--- config.mk ---
export PLATFORM = sky130hd
export DESIGN_NAME = timeout_sequencer_flat
export DESIGN_NICKNAME = d
export VERILOG_FILES = /design/src/rtl/timeout_sequencer_if.sv /design/src/rtl/timeout_sequencer.sv /design/src/flat_wrapper.sv
export SDC_FILE = /design/constraint.sdc
export NUM_CORES = 1
export LEC_CHECK = 0
export CAP_MARGIN = 20
export CORE_UTILIZATION = 55
export CTS_BUF_LIST = sky130_fd_sc_hd__clkbuf_8
export CTS_CLUSTER_DIAMETER = 50
export DETAILED_ROUTE_END_ITERATION = 10
export PLACE_DENSITY = 0.88
export SYNTH_ARGS = -nofsm -noshare
export SYNTH_HDL_FRONTEND = slang
export SYNTH_SLANG_ARGS = --single-unit
export TNS_END_PERCENT = 100
--- constraint.sdc ---
create_clock -name clk -period 2.45 [get_ports clk]
set_input_delay 0.6125 -clock clk [delete_from_list [all_inputs] [get_ports clk]]
set_output_delay 0.6125 -clock clk [all_outputs]
set_load 0.005 [all_outputs]
--- src/rtl/timeout_sequencer_if.sv ---
// Requester-side control/status bundle for timeout_sequencer.
interface timeout_sequencer_if #(
   parameter int CNT_W = 8
);
   logic             start_req;
   logic [CNT_W-1:0] period_count;
   logic             cancel;
   logic             start_ack;
   logic             busy;
   logic             done;
   logic [CNT_W-1:0] remaining;
   logic             err_stall;

   // Requester side (system control logic)
   modport master (
      output start_req, period_count, cancel,
      input  start_ack, busy, done, remaining, err_stall
   );

   // Sequencer side
   modport slave (
      input  start_req, period_count, cancel,
      output start_ack, busy, done, remaining, err_stall
   );
endinterface

--- src/rtl/timeout_sequencer.sv ---
// Drives the 100 ms timer enable, counts returned ticks and reports completion
// after the requested number of periods; includes a stall watchdog.
module timeout_sequencer #(
   parameter int CNT_W        = 8,
   parameter int GUARD_W      = 24,
   parameter int GUARD_CYCLES = 12000000
) (
   input  logic                clk,
   input  logic                rst,
   timeout_sequencer_if.slave  bus,
   output logic                timer_enable,
   output logic                timer_clear,
   input  logic                tick
);

   typedef enum logic [2:0] {
      IDLE,
      ARM,
      RUN,
      DONE,
      FAULT
   } seqStateT;

   localparam logic [GUARD_W-1:0] GuardLast = GUARD_W'(GUARD_CYCLES - 1);

   seqStateT         state;
   seqStateT         stateNext;
   logic [CNT_W-1:0] remReg;
   logic [CNT_W-1:0] remNext;
   logic [GUARD_W-1:0] guardCnt;
   logic [GUARD_W-1:0] guardNext;
   logic             ackReg;
   logic             ackNext;

   // State, period counter, watchdog and accept flag registers
   always_ff @(posedge clk) begin
      if (!rst) begin
         state    <= IDLE;
         remReg   <= '0;
         guardCnt <= '0;
         ackReg   <= 1'b0;
      end else begin
         state    <= stateNext;
         remReg   <= remNext;
         guardCnt <= guardNext;
         ackReg   <= ackNext;
      end
   end

   // Next-state, period countdown and watchdog decisions
   always_comb begin
      stateNext = state;
      remNext   = remReg;
      guardNext = guardCnt;
      ackNext   = 1'b0;
      unique case (state)
         IDLE: begin
            if (bus.start_req) begin
               ackNext   = 1'b1;
               remNext   = bus.period_count;
               stateNext = (bus.period_count == '0) ? DONE : ARM;
            end
         end
         ARM: begin
            guardNext = '0;
            if (bus.cancel) begin
               remNext   = '0;
               stateNext = IDLE;
            end else begin
               stateNext = RUN;
            end
         end
         RUN: begin
            // cancel wins even over the final tick, so no done pulse follows
            if (bus.cancel) begin
               remNext   = '0;
               guardNext = '0;
               stateNext = IDLE;
            end else if (tick) begin
               remNext   = remReg - 1'b1;
               guardNext = '0;
               if (remReg == CNT_W'(1)) begin
                  stateNext = DONE;
               end
            end else if (guardCnt == GuardLast) begin
               stateNext = FAULT;
            end else begin
               guardNext = guardCnt + 1'b1;
            end
         end
         DONE: begin
            remNext   = '0;
            stateNext = IDLE;
         end
         FAULT: begin
            if (bus.cancel) begin
               remNext   = '0;
               stateNext = IDLE;
            end
         end
         default: begin
            remNext   = '0;
            guardNext = '0;
            stateNext = IDLE;
         end
      endcase
   end

   // The accept pulse is registered so the zero-period path (straight to DONE)
   // still acknowledges in the cycle after the request.
   assign bus.start_ack  = ackReg;
   assign timer_clear    = (state == ARM);
   assign timer_enable   = (state == RUN);
   assign bus.busy       = (state == ARM) || (state == RUN) || (state == DONE);
   assign bus.done       = (state == DONE);
   assign bus.err_stall  = (state == FAULT);
   assign bus.remaining  = remReg;

endmodule

--- src/flat_wrapper.sv ---
// flat-port wrapper written by rule: the top's interface ports become plain ports
module timeout_sequencer_flat 
#(
   parameter int CNT_W        = 8,
   parameter int GUARD_W      = 24,
   parameter int GUARD_CYCLES = 12000000
)
  (clk, rst, timer_enable, timer_clear, tick, bus_start_req, bus_period_count, bus_cancel, bus_start_ack, bus_busy, bus_done, bus_remaining, bus_err_stall);
  timeout_sequencer_if #(.CNT_W(CNT_W)) bus_i ();
  input  logic clk;
  input  logic rst;
  output logic timer_enable;
  output logic timer_clear;
  input  logic tick;
  input wire logic [$bits(bus_i.start_req)-1:0] bus_start_req;
  input wire logic [$bits(bus_i.period_count)-1:0] bus_period_count;
  input wire logic [$bits(bus_i.cancel)-1:0] bus_cancel;
  output wire logic [$bits(bus_i.start_ack)-1:0] bus_start_ack;
  output wire logic [$bits(bus_i.busy)-1:0] bus_busy;
  output wire logic [$bits(bus_i.done)-1:0] bus_done;
  output wire logic [$bits(bus_i.remaining)-1:0] bus_remaining;
  output wire logic [$bits(bus_i.err_stall)-1:0] bus_err_stall;
  assign bus_i.start_req = bus_start_req;
  assign bus_i.period_count = bus_period_count;
  assign bus_i.cancel = bus_cancel;
  assign bus_start_ack = bus_i.start_ack;
  assign bus_busy = bus_i.busy;
  assign bus_done = bus_i.done;
  assign bus_remaining = bus_i.remaining;
  assign bus_err_stall = bus_i.err_stall;
  timeout_sequencer #(.CNT_W(CNT_W), .GUARD_W(GUARD_W), .GUARD_CYCLES(GUARD_CYCLES)) u_core (.clk(clk), .rst(rst), .bus(bus_i), .timer_enable(timer_enable), .timer_clear(timer_clear), .tick(tick));
endmodule
After elaboration in Yosys (flattened, before gate mapping)
Cells that the tools add are included.
{"block": "totals", "register_bits": 36, "in_bits": 13, "output_inout_bits": 14}
{"block": "op_classes", "add_sub_neg": 2, "n_eq_ne": 13, "mux": 19, "bitwise_logic": 1, "reduce_logical": 10}
{"cell": "$mux W24", "n": 3}
{"cell": "$pmux W24 S2", "n": 1}
{"cell": "$mux W8", "n": 4}
{"cell": "$add A24 B1 Y24 const B", "n": 1}
{"cell": "$eq A24 B24 Y1 const B", "n": 1}
{"cell": "$pmux W8 S3", "n": 1}
{"cell": "$mux W3", "n": 6}
{"cell": "$pmux W3 S4", "n": 1}
{"cell": "$eq A8 B1 Y1 const B", "n": 1}
{"cell": "$logic_not A8 Y1", "n": 1}
{"cell": "$sub A8 B1 Y8 const B", "n": 1}
{"cell": "$eq A3 B2 Y1 const B", "n": 2}
{"cell": "$mux W2", "n": 2}
{"cell": "$ne A2 B2 Y1 const B", "n": 2}
{"cell": "$ne A4 B1 Y1 const B", "n": 1}
{"cell": "$ne A4 B2 Y1 const B", "n": 1}
{"cell": "$ne A4 B4 Y1 const B", "n": 1}
{"cell": "$reduce_and A2 Y1", "n": 2}
{"cell": "$reduce_and A4 Y1", "n": 1}
{"cell": "$eq A3 B1 Y1 const B", "n": 1}
{"cell": "$eq A3 B3 Y1 const B", "n": 1}
{"cell": "$logic_not A3 Y1", "n": 1}
{"cell": "$ne A3 B1 Y1 const B", "n": 1}
{"cell": "$reduce_and A3 Y1", "n": 1}
{"cell": "6 further kinds", "n": 7}

Depth between registers and ports, before layout
{"block": "logic_depth", "ltp_word": 5, "mapped_depth": 9}

Least setup slack after synthesis
No wires, ideal clock.
{"block": "synth_timing", "path_type": "in2reg", "startpoint": "in bus_cancel", "endpoint": "reg u_core.guardCnt[4]", "setup_time_ps": 67, "arrival_ps": 1936, "path_slack_ps": 447, "path_stages": 8, "n_path_buf": 3, "cell_sequence": "or4b_4 buf_6 nor2_8 and3_4 buf_8 buf_12 o31ai_1 a21oi_2"}
{"block": "synth_between", "elab_chain_cells": 2, "word_cells_on_any_way": 4, "cone_classes": "1 x eq/ne; 2 x mux; 1 x reduce/logical"}
{"element": "from (decl)", "line": "flat_wrapper.sv:17", "rtl": "input wire logic [$bits(bus_i.cancel)-1:0] bus_cancel;"}
{"element": "$ne A4 B4 Y1 (no line) or $mux W24 (tied branches)"}
{"element": "$reduce_and A2 Y1 (no line) or $pmux W24 S2 (tied branches)"}
{"element": "to (signal assigned)", "line": "timeout_sequencer.sv:45", "rtl": "guardCnt <= guardNext;"}
{"element": "to (decl)", "line": "timeout_sequencer.sv:30", "rtl": "logic [GUARD_W-1:0] guardCnt;"}
Several ways; a longest one is shown, not always the timed one.
A chain may end at the register's enable or synchronous reset.

Final worst setup path
{"block": "layout_timing", "startpoint": "reg u_core.state[0]", "endpoint": "out timer_clear"}
{"block": "layout_between", "elab_chain_cells": 1}
{"element": "from (decl)", "line": "timeout_sequencer.sv:26", "rtl": "seqStateT state;"}
{"element": "from (signal assigned)", "line": "timeout_sequencer.sv:43", "rtl": "state <= stateNext;"}
{"element": "$eq A3 B1 Y1", "line": "timeout_sequencer.sv:112", "rtl": "assign timer_clear = (state == ARM);"}
{"element": "to (decl)", "line": "flat_wrapper.sv:13", "rtl": "output logic timer_clear;"}
No other way between the ends.

==> impl_metrics.ini <==
[die]
initial_core_util = 0.586
io-pin-count = 27
die_area_sq_mm = 0.00422
die_x_microns = 64.9
core_area_sq_mm = 0.00372
die_h_microns = 64.9
num_rows = 22

[drt]
num_vias = 2222
wl_mm = 5.55
drc = 0
via_per_inst = 6.46
drt-pass1-iter-count = 5
drt-initial-drc-count = 253
antenna_left = 0
drt-wirelength-per-cell_microns = 16.1

[timing]
hold_slack_ps = 478
timing.fmax_ghz = 0.426
hold_viol = 0
tns_ps = 0
drv_slew = 0
relSlewSlack = 0.577
rsz0062_at_grt = false
worst_pin_slew_ps = 631
setup-violations-final = 0
clock-skew-final_ps = 13.0
finalCriticalPeriod_ps = 2350
setup_ws_ps = 104
fin_crit_sh = 0.958

[finish]
final_cell_mix = dfxtp_1, clkdlybuf4s50_1, buf_4
drive_gt1_frac = 0.125
final_area_sq_mm = 0.00263
final_nets = 312
final_common_cell = dfxtp_1
area.growth.synth_to_final_pct = 20.8
antenna-diode-count = 0
instances_no_fill = 344
finish.utilization = 0.708

[grt]
antenna_found_initial = 0
grt_pass1_vias = 1932
grt_max_degree = 29
gr-total-overflow = 0
grt_usage = 0.288
grt_pass1_wl_mm = 9.30

[power_and_ir_drop]
power_switching_mw = 0.372
p_per_area_mw_per_mm2 = 491
ir_drop_mv = 0.328
leakage_nw = 0.941
power_mw = 1.29
clock_power_share = 0.310
cell_internal_pwr_mw = 0.919
power_frac_seq = 0.485
pwr-share-comb = 0.205
sw_frac_of_total = 0.288

[critical_path]
end_kind = output port
worstPathMaxFanout = 9
r2r_start = u_core.guardCnt[0]$_SDFFE_PN0P_
cp.arrival_ps = 1730
critPathLaunch = u_core.state[0]$_SDFFE_PN0P_
cpMaxStageDelayCell = clkdlybuf4s50_1
worst-endpoint-required_ps = 1840
startpoint_type = flip-flop
crit_buf_inv = 1
crit_chain = nor3b_1, clkdlybuf4s50_1
path_class = reg -> out
cp_top_family = buffers and inverters
cpPeakStageDelay_ps = 570

[clocking]
ctsHoldBuffers = 0
cts_tree = built
root_buffer = clkbuf_8
clk_latency_ps = 290
cts_setup_buffers = 0
clkTransAtPathRegs_ps = 80
cts_buffer_depth = 2
htree_levels = 2
cts_sinks = 36
cts_resized = 0
numCtsBuffers = 5

[synth]
yosysUniqueCellTypes = 61
synthArstFlopShare = 0
syn_area_per_cell_sq_um = 8.48
netlist_area_sq_mm = 0.00218
ys_seq_area_frac = 0.331
synth-seq-cells = 36
synth_nets = 273
syn_inst = 257
synthFlopType = dfxtp_1
synth_edf_count = 0
ys_warn_count = 0

[placed_design]
dp.cells = 337
io_buffer_count = 26
place_ws_ps = -17.3
dp_hpwl_mm = 4.07
post_dp_cell_area_sq_mm = 0.00255
gp_congestion = 0.878

[hold_path]
hold_path_class = reg -> reg
hold_start = u_core.guardCnt[18]$_SDFFE_PN0P_

[outcome]
status = completed

[run]
maxCapViolCount = 0
-- power by group through the flow --
stage / clock network, mW / registers [mW] / logic [mW]
CTS: 0.406 / 0.625 / 0.262
global route: 0.427 / 0.628 / 0.290
global placement: 0 / 0.638 / 0.257
detailed placement: 0 / 0.639 / 0.261
floorplan: 0 / 0.632 / 0.143
finish: 0.401 / 0.626 / 0.265
-- cells in the mapped netlist (3+ instances only) --
| master | number | area [sq um] |
|---|---|---|
| dfxtp_1 | 36 | 721 |
| a21oi_1 | 17 | 85.1 |
| nand3_1 | 17 | 85.1 |
| nor2_1 | 17 | 63.8 |
| nand2_1 | 15 | 56.3 |
| o31ai_1 | 14 | 105 |
| and3_1 | 9 | 56.3 |
| or4_1 | 9 | 67.6 |
| inv_1 | 8 | 30.0 |
| nor4_1 | 8 | 50.1 |
| clkbuf_1 | 7 | 26.3 |
| o211ai_1 | 7 | 52.6 |
| nor3_1 | 6 | 30.0 |
| a22oi_1 | 5 | 37.5 |
| or3_1 | 5 | 31.3 |
| a211oi_1 | 4 | 30.0 |
| and2_1 | 4 | 25.0 |
| buf_2 | 4 | 20.0 |
| nand4_1 | 4 | 25.0 |
| ha_1 | 3 | 37.5 |
| mux2i_1 | 3 | 30.0 |
| nand3b_1 | 3 | 22.5 |
| nor3b_1 | 3 | 22.5 |
-- registers in the layout (all words and copies together), names as in the netlist --
| register | flops |
|---|---|
| u_core.state | 3 |
| u_core.guardCnt | 24 |
| u_core.bus.start_ack | 1 |
| u_core.bus.remaining | 8 |
-- kinds of logic after synthesis --
kind of cell | Yosys count | share of synthesized area
buf+inv | 24 | 0.0638
mux | 4 | 0.0190
compound gates | 70 | 0.230
fa+ha+maj | 3 | 0.0172
simple gates | 117 | 0.327
xor+xnor | 3 | 0.0121
flops | 36 | 0.331
-- worst paths after layout --
path	end	slack [ps]	cells after the start
worst max-delay path	timer_clear	100	2
worst min-delay path	u_core.guardCnt[18]$_SDFFE_PN0P_	480	2
worst max register to register	u_core.guardCnt[15]$_SDFFE_PN0P_	370	6
worst min register to register	u_core.guardCnt[18]$_SDFFE_PN0P_	480	2
-- worst reg2reg max path, stage by stage (launching register included) --
cell	delay [ps]
dfxtp_1	350
ha_1	280
nand3_1	170
and4bb_1	290
and3_4	250
or4_1	490
a21oi_1	170
-- final cells by class --
| type | count | area, sq um |
|---|---|---|
| inverters | 8 | 30.0 |
| repair buffers | 48 | 425 |
| multi-input cells | 197 | 1320 |
| well taps | 48 | 60.1 |
| clock inverters | 2 | 8.76 |
| fillers | 290 | 1080 |
| flip-flops and latches | 36 | 721 |
| clock buffers | 5 | 68.8 |
-- metal layers --
metal	up-vias	global-route usage	part of all wire
met5	-	0	0
met4	0	0.106	0.015
met3	9	0.0475	0.072
met2	81	0.440	0.45
met1	1056	0.401	0.46
li1	1076	-	-
(Power assumes the default switching activity.)
